## src/rtl/i2c_poll_sched_if.sv

```systemverilog
// Handshake bundle: controller start/done (ctl_*) and result stream (res_*).
interface i2c_poll_sched_if;
    logic       ctl_start;
    logic [6:0] ctl_slave_addr;
    logic       ctl_done;
    logic [7:0] ctl_rd_data;
    logic       res_valid;
    logic       res_ready;
    logic [7:0] res_data;
    logic [6:0] res_addr;

    modport master (
        output ctl_start, ctl_slave_addr,
        input  ctl_done, ctl_rd_data,
        output res_valid, res_data, res_addr,
        input  res_ready
    );

    modport slave (
        input  ctl_start, ctl_slave_addr,
        output ctl_done, ctl_rd_data,
        input  res_valid, res_data, res_addr,
        output res_ready
    );
endinterface

```

## src/rtl/i2c_poll_sched.sv

```systemverilog
// Polls two I2C slaves round-robin, queues tagged bytes in a show-ahead FIFO, latches a timeout fault.
// Entry visible 2 cycles after ctl_done; full FIFO drops and sets overflow. Option: I2C_POLL_CHANGE_ONLY_EN.
module i2c_poll_sched #(
    parameter logic [31:0] POLL_PERIOD = 32'd50000,
    parameter logic [6:0]  SADDR0      = 7'h10,
    parameter logic [6:0]  SADDR1      = 7'h20,
    parameter int          FIFO_DEPTH  = 4,
    parameter logic [31:0] TIMEOUT     = 32'd1000000
) (
    input  logic                        clk,
    input  logic                        rst,
    input  logic                        enable,
    i2c_poll_sched_if.master            bus,
    output logic [$clog2(FIFO_DEPTH):0] fifo_count,
    output logic                        overflow,
    input  logic                        clr_overflow,
    output logic                        fault,
    output logic                        busy
);
    localparam int AW = $clog2(FIFO_DEPTH);

    typedef enum logic [2:0] {
        S_IDLE,
        S_ISSUE,
        S_WAIT_DONE,
        S_PUSH,
        S_WAIT_PERIOD,
        S_FAULT
    } state_t;

    state_t      state;
    logic        slv_idx;
    logic [31:0] tmo_cnt;
    logic [31:0] per_cnt;
    logic [7:0]  rd_byte;

    logic [7:0]  mem_data [FIFO_DEPTH];
    logic [6:0]  mem_addr [FIFO_DEPTH];
    logic [AW-1:0] wr_ptr;
    logic [AW-1:0] rd_ptr;
    logic [AW:0]   count;

    logic keep;
    logic push_req;
    logic push;
    logic pop;
    logic full;
    logic drop;

`ifdef I2C_POLL_CHANGE_ONLY_EN
    logic [7:0] last_val [2];
    logic [1:0] seen;

    assign keep = !seen[slv_idx] || (rd_byte != last_val[slv_idx]);

    // History tracks every completed read, pushed or not.
    always_ff @(posedge clk or posedge rst) begin
        if (rst) begin
            last_val[0] <= 8'h00;
            last_val[1] <= 8'h00;
            seen        <= 2'b00;
        end else if (state == S_PUSH) begin
            last_val[slv_idx] <= rd_byte;
            seen[slv_idx]     <= 1'b1;
        end
    end
`else
    assign keep = 1'b1;
`endif

    assign push_req = (state == S_PUSH) && keep;
    assign full     = (count == (AW+1)'(FIFO_DEPTH));
    assign pop      = (count != '0) && bus.res_ready;
    assign push     = push_req && (!full || pop);
    assign drop     = push_req && full && !pop;

    assign bus.res_valid = (count != '0);
    assign bus.res_data  = mem_data[rd_ptr];
    assign bus.res_addr  = mem_addr[rd_ptr];
    assign fifo_count    = count;

    always_ff @(posedge clk or posedge rst) begin
        if (rst) begin
            wr_ptr   <= '0;
            rd_ptr   <= '0;
            count    <= '0;
            overflow <= 1'b0;
            for (int i = 0; i < FIFO_DEPTH; i++) begin
                mem_data[i] <= 8'h00;
                mem_addr[i] <= 7'h00;
            end
        end else begin
            if (push) begin
                mem_data[wr_ptr] <= rd_byte;
                mem_addr[wr_ptr] <= bus.ctl_slave_addr;
                wr_ptr           <= wr_ptr + 1'b1;
            end
            if (pop) begin
                rd_ptr <= rd_ptr + 1'b1;
            end
            case ({push, pop})
                2'b10:   count <= count + 1'b1;
                2'b01:   count <= count - 1'b1;
                default: count <= count;
            endcase
            if (drop) begin
                overflow <= 1'b1;
            end else if (clr_overflow) begin
                overflow <= 1'b0;
            end
        end
    end

    // Outputs are set on the transition into a state so they line up with it.
    always_ff @(posedge clk or posedge rst) begin
        if (rst) begin
            state              <= S_IDLE;
            slv_idx            <= 1'b0;
            tmo_cnt            <= '0;
            per_cnt            <= '0;
            rd_byte            <= 8'h00;
            bus.ctl_start      <= 1'b0;
            bus.ctl_slave_addr <= 7'h00;
            busy               <= 1'b0;
            fault              <= 1'b0;
        end else begin
            bus.ctl_start <= 1'b0;
            case (state)
                S_IDLE: begin
                    if (enable) begin
                        slv_idx            <= 1'b0;
                        state              <= S_ISSUE;
                        bus.ctl_start      <= 1'b1;
                        bus.ctl_slave_addr <= SADDR0;
                        busy               <= 1'b1;
                    end
                end
                S_ISSUE: begin
                    tmo_cnt <= '0;
                    state   <= S_WAIT_DONE;
                end
                S_WAIT_DONE: begin
                    tmo_cnt <= tmo_cnt + 32'd1;
                    if (bus.ctl_done) begin
                        rd_byte <= bus.ctl_rd_data;
                        state   <= S_PUSH;
                        busy    <= 1'b0;
                    end else if (tmo_cnt == TIMEOUT - 32'd1) begin
                        state <= S_FAULT;
                        fault <= 1'b1;
                        busy  <= 1'b0;
                    end
                end
                S_PUSH: begin
                    if (!slv_idx && enable) begin
                        slv_idx            <= 1'b1;
                        state              <= S_ISSUE;
                        bus.ctl_start      <= 1'b1;
                        bus.ctl_slave_addr <= SADDR1;
                        busy               <= 1'b1;
                    end else begin
                        slv_idx <= 1'b0;
                        per_cnt <= '0;
                        state   <= enable ? S_WAIT_PERIOD : S_IDLE;
                    end
                end
                S_WAIT_PERIOD: begin
                    if (!enable) begin
                        per_cnt <= '0;
                        state   <= S_IDLE;
                    end else if (per_cnt == POLL_PERIOD - 32'd1) begin
                        per_cnt            <= '0;
                        state              <= S_ISSUE;
                        bus.ctl_start      <= 1'b1;
                        bus.ctl_slave_addr <= SADDR0;
                        busy               <= 1'b1;
                    end else begin
                        per_cnt <= per_cnt + 32'd1;
                    end
                end
                S_FAULT: begin
                    // The controller cannot be aborted, so only rst leaves here.
                    fault <= 1'b1;
                end
                default: state <= S_IDLE;
            endcase
        end
    end
endmodule
```

## src/flat_wrapper.sv

```systemverilog
// flat-port wrapper written by rule: the top's interface ports become plain ports
module i2c_poll_sched_flat 
#(
    parameter logic [31:0] POLL_PERIOD = 32'd50000,
    parameter logic [6:0]  SADDR0      = 7'h10,
    parameter logic [6:0]  SADDR1      = 7'h20,
    parameter int          FIFO_DEPTH  = 4,
    parameter logic [31:0] TIMEOUT     = 32'd1000000
)
  (clk, rst, enable, fifo_count, overflow, clr_overflow, fault, busy, bus_ctl_start, bus_ctl_slave_addr, bus_ctl_done, bus_ctl_rd_data, bus_res_valid, bus_res_data, bus_res_addr, bus_res_ready);
  i2c_poll_sched_if bus_i ();
  input  logic clk;
  input  logic rst;
  input  logic enable;
  output logic [$clog2(FIFO_DEPTH):0] fifo_count;
  output logic overflow;
  input  logic clr_overflow;
  output logic fault;
  output logic busy;
  output wire logic [$bits(bus_i.ctl_start)-1:0] bus_ctl_start;
  output wire logic [$bits(bus_i.ctl_slave_addr)-1:0] bus_ctl_slave_addr;
  input wire logic [$bits(bus_i.ctl_done)-1:0] bus_ctl_done;
  input wire logic [$bits(bus_i.ctl_rd_data)-1:0] bus_ctl_rd_data;
  output wire logic [$bits(bus_i.res_valid)-1:0] bus_res_valid;
  output wire logic [$bits(bus_i.res_data)-1:0] bus_res_data;
  output wire logic [$bits(bus_i.res_addr)-1:0] bus_res_addr;
  input wire logic [$bits(bus_i.res_ready)-1:0] bus_res_ready;
  assign bus_ctl_start = bus_i.ctl_start;
  assign bus_ctl_slave_addr = bus_i.ctl_slave_addr;
  assign bus_i.ctl_done = bus_ctl_done;
  assign bus_i.ctl_rd_data = bus_ctl_rd_data;
  assign bus_res_valid = bus_i.res_valid;
  assign bus_res_data = bus_i.res_data;
  assign bus_res_addr = bus_i.res_addr;
  assign bus_i.res_ready = bus_res_ready;
  i2c_poll_sched #(.POLL_PERIOD(POLL_PERIOD), .SADDR0(SADDR0), .SADDR1(SADDR1), .FIFO_DEPTH(FIFO_DEPTH), .TIMEOUT(TIMEOUT)) u_core (.clk(clk), .rst(rst), .enable(enable), .bus(bus_i), .fifo_count(fifo_count), .overflow(overflow), .clr_overflow(clr_overflow), .fault(fault), .busy(busy));
endmodule
```

## config.mk

```make
export PLATFORM = sky130hd
export DESIGN_NAME = i2c_poll_sched_flat
export DESIGN_NICKNAME = d
export VERILOG_FILES = /design/src/rtl/i2c_poll_sched_if.sv /design/src/rtl/i2c_poll_sched.sv /design/src/flat_wrapper.sv
export SDC_FILE = /design/constraint.sdc
export NUM_CORES = 1
export LEC_CHECK = 0
export CAP_MARGIN = 20
export CORE_ASPECT_RATIO = 0.9
export CORE_MARGIN = 10
export CORE_UTILIZATION = 40
export CTS_CLUSTER_SIZE = 25
export DETAILED_ROUTE_END_ITERATION = 8
export GPL_ROUTABILITY_DRIVEN = 0
export GPL_TIMING_DRIVEN = 0
export HOLD_SLACK_MARGIN = 0.02
export SYNTH_ARGS = -nofsm -noshare
export SYNTH_HDL_FRONTEND = slang
export SYNTH_SLANG_ARGS = --single-unit
```

## constraint.sdc

```tcl
create_clock -name clk -period 12.7 [get_ports clk]
set_clock_uncertainty 0.15 [all_clocks]
set_input_delay 1.905 -clock clk [delete_from_list [all_inputs] [get_ports clk]]
set_output_delay 1.905 -clock clk [all_outputs]
set_load 0.02 [all_outputs]
```

==> impl_metrics.json, run 1 <==
{
  "port_buffers": 33,
  "use_met2": 0.216,
  "start_util": 0.410,
  "multiInputGateArea_um2": 3130,
  "grt_use_total": 0.145,
  "die-area_um2": 22200,
  "grt_max_degree": 74,
  "cts_setup_buffers": 0,
  "grt_setup_unrepaired": "false",
  "grt_pass1_wl_um": 26400,
  "synth_edf_count": 0,
  "top_usage_layer": "met2",
  "cts.sinks": 129,
  "crit_path_end_kind": "primary output",
  "regArea_um2": 3230,
  "finalCoreUtilization": 0.488,
  "finalSetupTns_ps": 0,
  "diodes": 0,
  "ys_types": 57,
  "synth_warnings": 0,
  "ys_ff_latch": 129,
  "num_vias": 5198,
  "required_ps": 10640,
  "root_buffer": "clkbuf_16",
  "cp.arrival_ps": 2600,
  "syn_area_um2": 6640,
  "ant_nets": 0,
  "antenna_found_initial": 0,
  "final_hold_viol_count": 0,
  "synthCells": 637,
  "cts_resized": 0,
  "slew_viol_final": 0,
  "holdBufCountCts": 0,
  "cts_tree": "done",
  "wirelength_um": 15600,
  "outcome": "finished clean",
  "worst_pin_slew_ps": 756,
  "post-route-min-period_ps": 4660,
  "die_x_um": 156,
  "slew_headroom": 0.492,
  "power_frac_clock": 0.297,
  "wl_per_cell_um": 17.0,
  "place_hpwl_um": 10700,
  "avgSynthCellArea_um2": 10.4,
  "p_per_area_nw_per_um2": 213,
  "swShare": 0.344,
  "gr-usage-met1": 0.206,
  "clk_pin_slew_ps": 60,
  "max_clock_freq_ghz": 0.215,
  "fp.dieH_um": 142,
  "nFillCells": 1471,
  "p_leak_uw": 0.00338,
  "insertion_delay_ps": 410,
  "syn_to_final_growth_pct": 19.0,
  "setup_viol": 0,
  "layout-drive-gt1-share": 0.173,
  "timing.final.crit_share": 0.367,
  "h-tree-depth": 4,
  "power.total_uw": 1680,
  "viasPerCell": 5.66,
  "min_path_type": "flop to flop",
  "firstDrtPassIters": 4,
  "ir_worst_vdd_uv": 167,
  "pwr-share-comb": 0.352,
  "grt-ovfl-total": 0,
  "maxCapViolCount": 0,
  "globalRouteMet3Util": 0.0357,
  "async_flop_share": 1.00,
  "path_class": "flop to primary output",
  "path_max_fanout": 10,
  "p_seq_frac": 0.351,
  "cts.path.max_buffers": 2,
  "first_global_vias": 5121,
  "nets": 721,
  "core_um2": 16200,
  "ys.flop_type": "dfrtp_1",
  "p_int_uw": 1100,
  "startpoint_type": "flop",
  "post-route-drc-count": 0,
  "ys_seq_area_frac": 0.486,
  "switching_power_uw": 580,
  "numCtsBuffers": 17,
  "initialDrtViolationCount": 358,
  "ios": 44,
  "rows": 44
}
-- registers in the layout, summed over array words and instances, names as in the netlist, 2 cells and up --
name,cells
u_core.mem_data,32
u_core.per_cnt,32
u_core.tmo_cnt,32
u_core.mem_addr,8
u_core.rd_byte,8
u_core.fifo_count,3
u_core.state,3
u_core.bus.ctl_slave_addr,2
u_core.rd_ptr,2
u_core.wr_ptr,2
-- power groups by stage --
stage               Sequential [uW]  Combinational [uW]  Clock, uW
global route                    607                 648        531
global placement                589                 581          0
floorplan                       585                 398          0
finish                          591                 593        500
detailed placement              595                 597          0
CTS                             590                 598        511
-- worst paths after layout --
| kind | start | endpoint | slack [ps] | cells past startpoint |
|---|---|---|---|---|
| min in group asynchronous | rst | u_core.per_cnt[9]$_DFFE_PP0P_ | 1780 | 2 |
| setup reg to reg | u_core.fifo_count[0]$_DFFE_PP0P_ | u_core.fifo_count[2]$_DFFE_PP0P_ | 9880 | 10 |
| max in group asynchronous | rst | u_core.tmo_cnt[23]$_DFFE_PP0P_ | 9860 | 3 |
| hold / removal | u_core.mem_addr[26]$_DFFE_PP0P_ | u_core.mem_addr[26]$_DFFE_PP0P_ | 330 | 2 |
| setup / recovery | u_core.rd_ptr[0]$_DFFE_PP0P_ | bus_res_data[5] | 8040 | 3 |
| hold reg to reg | u_core.mem_addr[26]$_DFFE_PP0P_ | u_core.mem_addr[26]$_DFFE_PP0P_ | 330 | 2 |
-- critical path: stages, from the launching register on --
cell	delay, ps
dfrtp_1	420
buf_1	610
mux4_2	610
clkdlybuf4s50_1	560
-- metrics by stage --
stage	area [um^2]	hold slack, ps	setup WS [ps]	cells
4_1_cts	7900	341	7970	919
2_1_floorplan	6670	295	7200	646
3_3_place_gp	7260	307	5420	886
6_report	7900	333	8040	919
5_1_grt	7900	371	7880	919
3_5_place_dp	7290	327	8010	887
-- area by class of cell --
class	instances	share of cell area
Timing Repair Buffer	34	0.0453
Sequential cell	129	0.409
Inverter	22	0.0111
Tap cell	207	0.0328
Buffer	41	0.0292
Multi-Input combinational cell	454	0.396
Clock buffer	17	0.0539
Clock inverter	15	0.0228
-- Yosys cell counts (5+ instances only) --
cell type / number / share of area
mux4_2: 10 / 0.034
xor2_1: 16 / 0.021
mux2_2: 45 / 0.076
a31oi_1: 14 / 0.013
nand4_1: 31 / 0.029
buf_2: 7 / 0.0053
buf_4: 14 / 0.016
a21oi_1: 14 / 0.011
and2_1: 9 / 0.0085
dfrtp_1: 129 / 0.49
a41oi_1: 5 / 0.0066
or4_1: 7 / 0.0079
a21o_1: 5 / 0.0057
ha_1: 7 / 0.013
nand2_1: 58 / 0.033
xnor2_1: 10 / 0.013
o211ai_1: 6 / 0.0068
or3_1: 9 / 0.0085
nor4_1: 13 / 0.012
inv_1: 22 / 0.012
clkbuf_1: 16 / 0.0091
nand2b_1: 5 / 0.0047
nor2_1: 36 / 0.020
nor3_1: 9 / 0.0068
and3_1: 14 / 0.013
nand3_1: 27 / 0.020
o21ai_0: 48 / 0.036
-- metal layers --
metal,share of wire,up-vias
met1,0.49,2593
met5,0,-
li1,-,2453
met3,0.055,10
met2,0.44,142
met4,0.0056,0
-- cells in the final DEF (no fill, tap or decap), types with 6 or more instances in the layout --
master,n
dfrtp_1,129
nand2_1,58
o21ai_0,48
mux2_2,45
nor2_1,36
clkdlybuf4s50_1,33
nand4_1,31
nand3_1,27
inv_1,21
clkbuf_16,17
clkbuf_1,16
xor2_1,16
a31oi_1,14
and3_1,14
a21oi_1,14
buf_4,14
nor4_1,13
xnor2_1,10
mux4_2,10
conb_1,10
and2_1,9
or3_1,9
nor3_1,9
buf_2,7
or4_1,7
ha_1,7
o211ai_1,6
-- kinds of logic (layout without fill, tap and decap cells) --
group	Yosys count	after routing	share of synthesized area
mux	57	57	0.113
xor+xnor	26	26	0.0343
other cells	1	10	0.000565
flops	129	129	0.486
simple gates	238	238	0.193
fa+ha+maj	8	8	0.0162
compound gates	115	115	0.109
buf+inv	63	129	0.0471
Note: power is estimated with default switching activity, not from simulation.
==> run 2: changes to the inputs <==
==> constraint.sdc (replaced) <==
create_clock -name clk -period 4.5 [get_ports clk]
set_clock_uncertainty 0.15 [all_clocks]
set_input_delay 0.675 -clock clk [delete_from_list [all_inputs] [get_ports clk]]
set_output_delay 0.675 -clock clk [all_outputs]
set_load 0.02 [all_outputs]
==> results of run 2 <==
Same layout as run 1 (identical final DEF). Status: finished clean.
Main changes from that run: setup slack after placement 8010 ps -> 1040 ps; setup slack after layout 8040 ps -> 1070 ps; register-to-register setup slack 9880 ps -> 1680 ps; total power 1680 uW -> 4750 uW; worst IR drop on VDD 167 uV -> 472 uV
==> run 3: changes to the inputs <==
==> constraint.sdc (replaced) <==
create_clock -name clk -period 3.3 [get_ports clk]
set_clock_uncertainty 0.15 [all_clocks]
set_input_delay 0.495 -clock clk [delete_from_list [all_inputs] [get_ports clk]]
set_output_delay 0.495 -clock clk [all_outputs]
set_load 0.02 [all_outputs]
==> run 3 against run 2 <==
Clock-buffer cell count rose by 2. Register-to-register slack got worse by 1200 ps. Worst hold slack got worse by 5.9 ps. Sequential power rose by 37%. Cell count rose by 0.22%. Design area barely moved. Via count did not move.
==> impl_metrics.json, run 3 (synthesis gave the netlist of run 1 again) <==
{
  "outcome": "finished clean",
  "fin_hold_ws_ps": 327,
  "power_frac_clock": 0.288,
  "root_buffer": "clkbuf_16",
  "switching_power_uw": 2220,
  "swShare": 0.346,
  "syn_to_final_growth_pct": 19.1,
  "pre_cts_slack_ps": 80.9,
  "setup_ws_ps": 167,
  "power.total_uw": 6400,
  "first_global_vias": 5128,
  "wl_per_cell_um": 17.3,
  "crit_buf_inv": 2,
  "p_int_uw": 4190,
  "post-route-drc-count": 0,
  "timing.final.crit_share": 0.949,
  "numCtsBuffers": 17,
  "maxCapViolCount": 0,
  "path_class": "flop to primary output",
  "cts.sinks": 129,
  "start_util": 0.410,
  "grt_pass1_wl_um": 26600,
  "p_per_area_nw_per_um2": 810,
  "holdBufCountCts": 0,
  "finalSetupTns_ps": 0,
  "max_clock_freq_ghz": 0.319,
  "crit_chain": "buf_1 -> mux4_2 -> clkdlybuf4s50_1",
  "mostFrequentLayoutCells": "dfrtp_1 (129), nand2_1 (58), o21ai_0 (48), mux2_2 (45), nor2_1 (36)",
  "path_max_fanout": 10,
  "cts.path.max_buffers": 2,
  "cts_tree": "done",
  "p_seq_frac": 0.357,
  "clk_pin_slew_ps": 60,
  "crit_path_end_kind": "primary output",
  "die-area_um2": 22200,
  "rows": 44,
  "firstDrtPassIters": 5,
  "pwr-share-comb": 0.356,
  "ios": 44,
  "post-route-min-period_ps": 3130,
  "final_hold_viol_count": 0,
  "r2r_slack_ps": 490,
  "p_leak_uw": 0.00338,
  "port_buffers": 33,
  "num_vias": 5198,
  "ir_worst_vdd_uv": 581,
  "worst_pin_slew_ps": 722,
  "slew_viol_final": 0,
  "slew_headroom": 0.514,
  "grt-ovfl-total": 0,
  "reg_top3": "u_core.mem_data (32), u_core.per_cnt (32), u_core.tmo_cnt (32)",
  "required_ps": 2650,
  "critPathMaxStageDelay_ps": 600,
  "initialDrtViolationCount": 313,
  "cts_setup_buffers": 0,
  "die_x_um": 156,
  "insertion_delay_ps": 420,
  "place_hpwl_um": 11100,
  "wirelength_um": 15900,
  "core_um2": 16200,
  "grt_setup_unrepaired": "false",
  "layout-drive-gt1-share": 0.175,
  "grt_use_total": 0.147,
  "crit_path_top_delay_cell": "mux4_2",
  "ant_nets": 0,
  "fp.dieH_um": 142,
  "grt_max_degree": 42,
  "viasPerCell": 5.64,
  "cp.arrival_ps": 2490,
  "h-tree-depth": 4,
  "nets": 723,
  "startpoint_type": "flop",
  "final_common_cell": "dfrtp_1",
  "postPlaceCellArea_um2": 7320,
  "critPathTopFamily": "buffers and inverters",
  "diodes": 0,
  "min_path_type": "flop to flop",
  "setup_viol": 0,
  "antenna_found_initial": 0,
  "fin_area_um2": 7910
}
[run 3: path summary, 6_finish.rpt]
path                                             startpoint                                to  cells after the start
setup / recovery               u_core.rd_ptr[1]$_DFFE_PP0P_                   bus_res_addr[5]                      3
hold / removal              u_core.mem_addr[12]$_DFFE_PP0P_   u_core.mem_addr[12]$_DFFE_PP0P_                      2
setup reg to reg           u_core.fifo_count[0]$_DFFE_PP0P_  u_core.fifo_count[2]$_DFFE_PP0P_                     10
hold reg to reg             u_core.mem_addr[12]$_DFFE_PP0P_   u_core.mem_addr[12]$_DFFE_PP0P_                      2
max in group asynchronous                               rst     u_core.per_cnt[1]$_DFFE_PP0P_                      3
min in group asynchronous                               rst    u_core.mem_data[8]$_DFFE_PP0P_                      2
[run 3: power groups by stage]
stage                     clock network (uW)  registers (uW)  logic [uW]
after global placement                     0            2270        2240
after CTS                               1880            2290        2310
final                                   1840            2280        2280
after detailed placement                   0            2310        2290
after global routing                    1950            2340        2490
after floorplan                            0            2250        1530
[run 3: stage by stage]
stage | std cells | utilization
3_5_place_dp | 889 | 0.452
2_1_floorplan | 646 | -
3_3_place_gp | 886 | 0.449
5_1_grt | 921 | 0.488
4_1_cts | 921 | 0.488
6_report | 921 | 0.488
[run 3: tightest hold or removal path, delay by kind of cell (launching register included)]
family,cells,cell delay (ps)
and+or+nand+nor,1,50
DFF,1,340
AOI/OAI and AO/OA,1,60
[run 3: what timing repair did]
action	in CTS	in global routing
setup endpoints to repair	1	0
gates resized for setup	1	0
hold endpoints to repair	0	0
[run 3: per-layer routing]
metal / track usage / part of all wire / vias to the layer above / wire length (um)
met2: 0.224 / 0.46 / 128 / 7380
met4: 0.0595 / 0.015 / 0 / 231
met3: 0.0378 / 0.047 / 20 / 740
met1: 0.196 / 0.47 / 2598 / 7540
met5: 0 / 0 / - / 0
li1: - / - / 2452 / -
[run 3: final cells by class]
| type | count | area, um^2 |
|---|---|---|
| inverters | 22 | 86.3 |
| plain buffers | 41 | 231 |
| flip-flops and latches | 129 | 3230 |
| clock buffers | 19 | 443 |
| repair buffers | 36 | 390 |
| well taps | 207 | 259 |
| multi-input cells | 454 | 3130 |
| clock inverters | 13 | 138 |
| fillers | 1482 | 8280 |
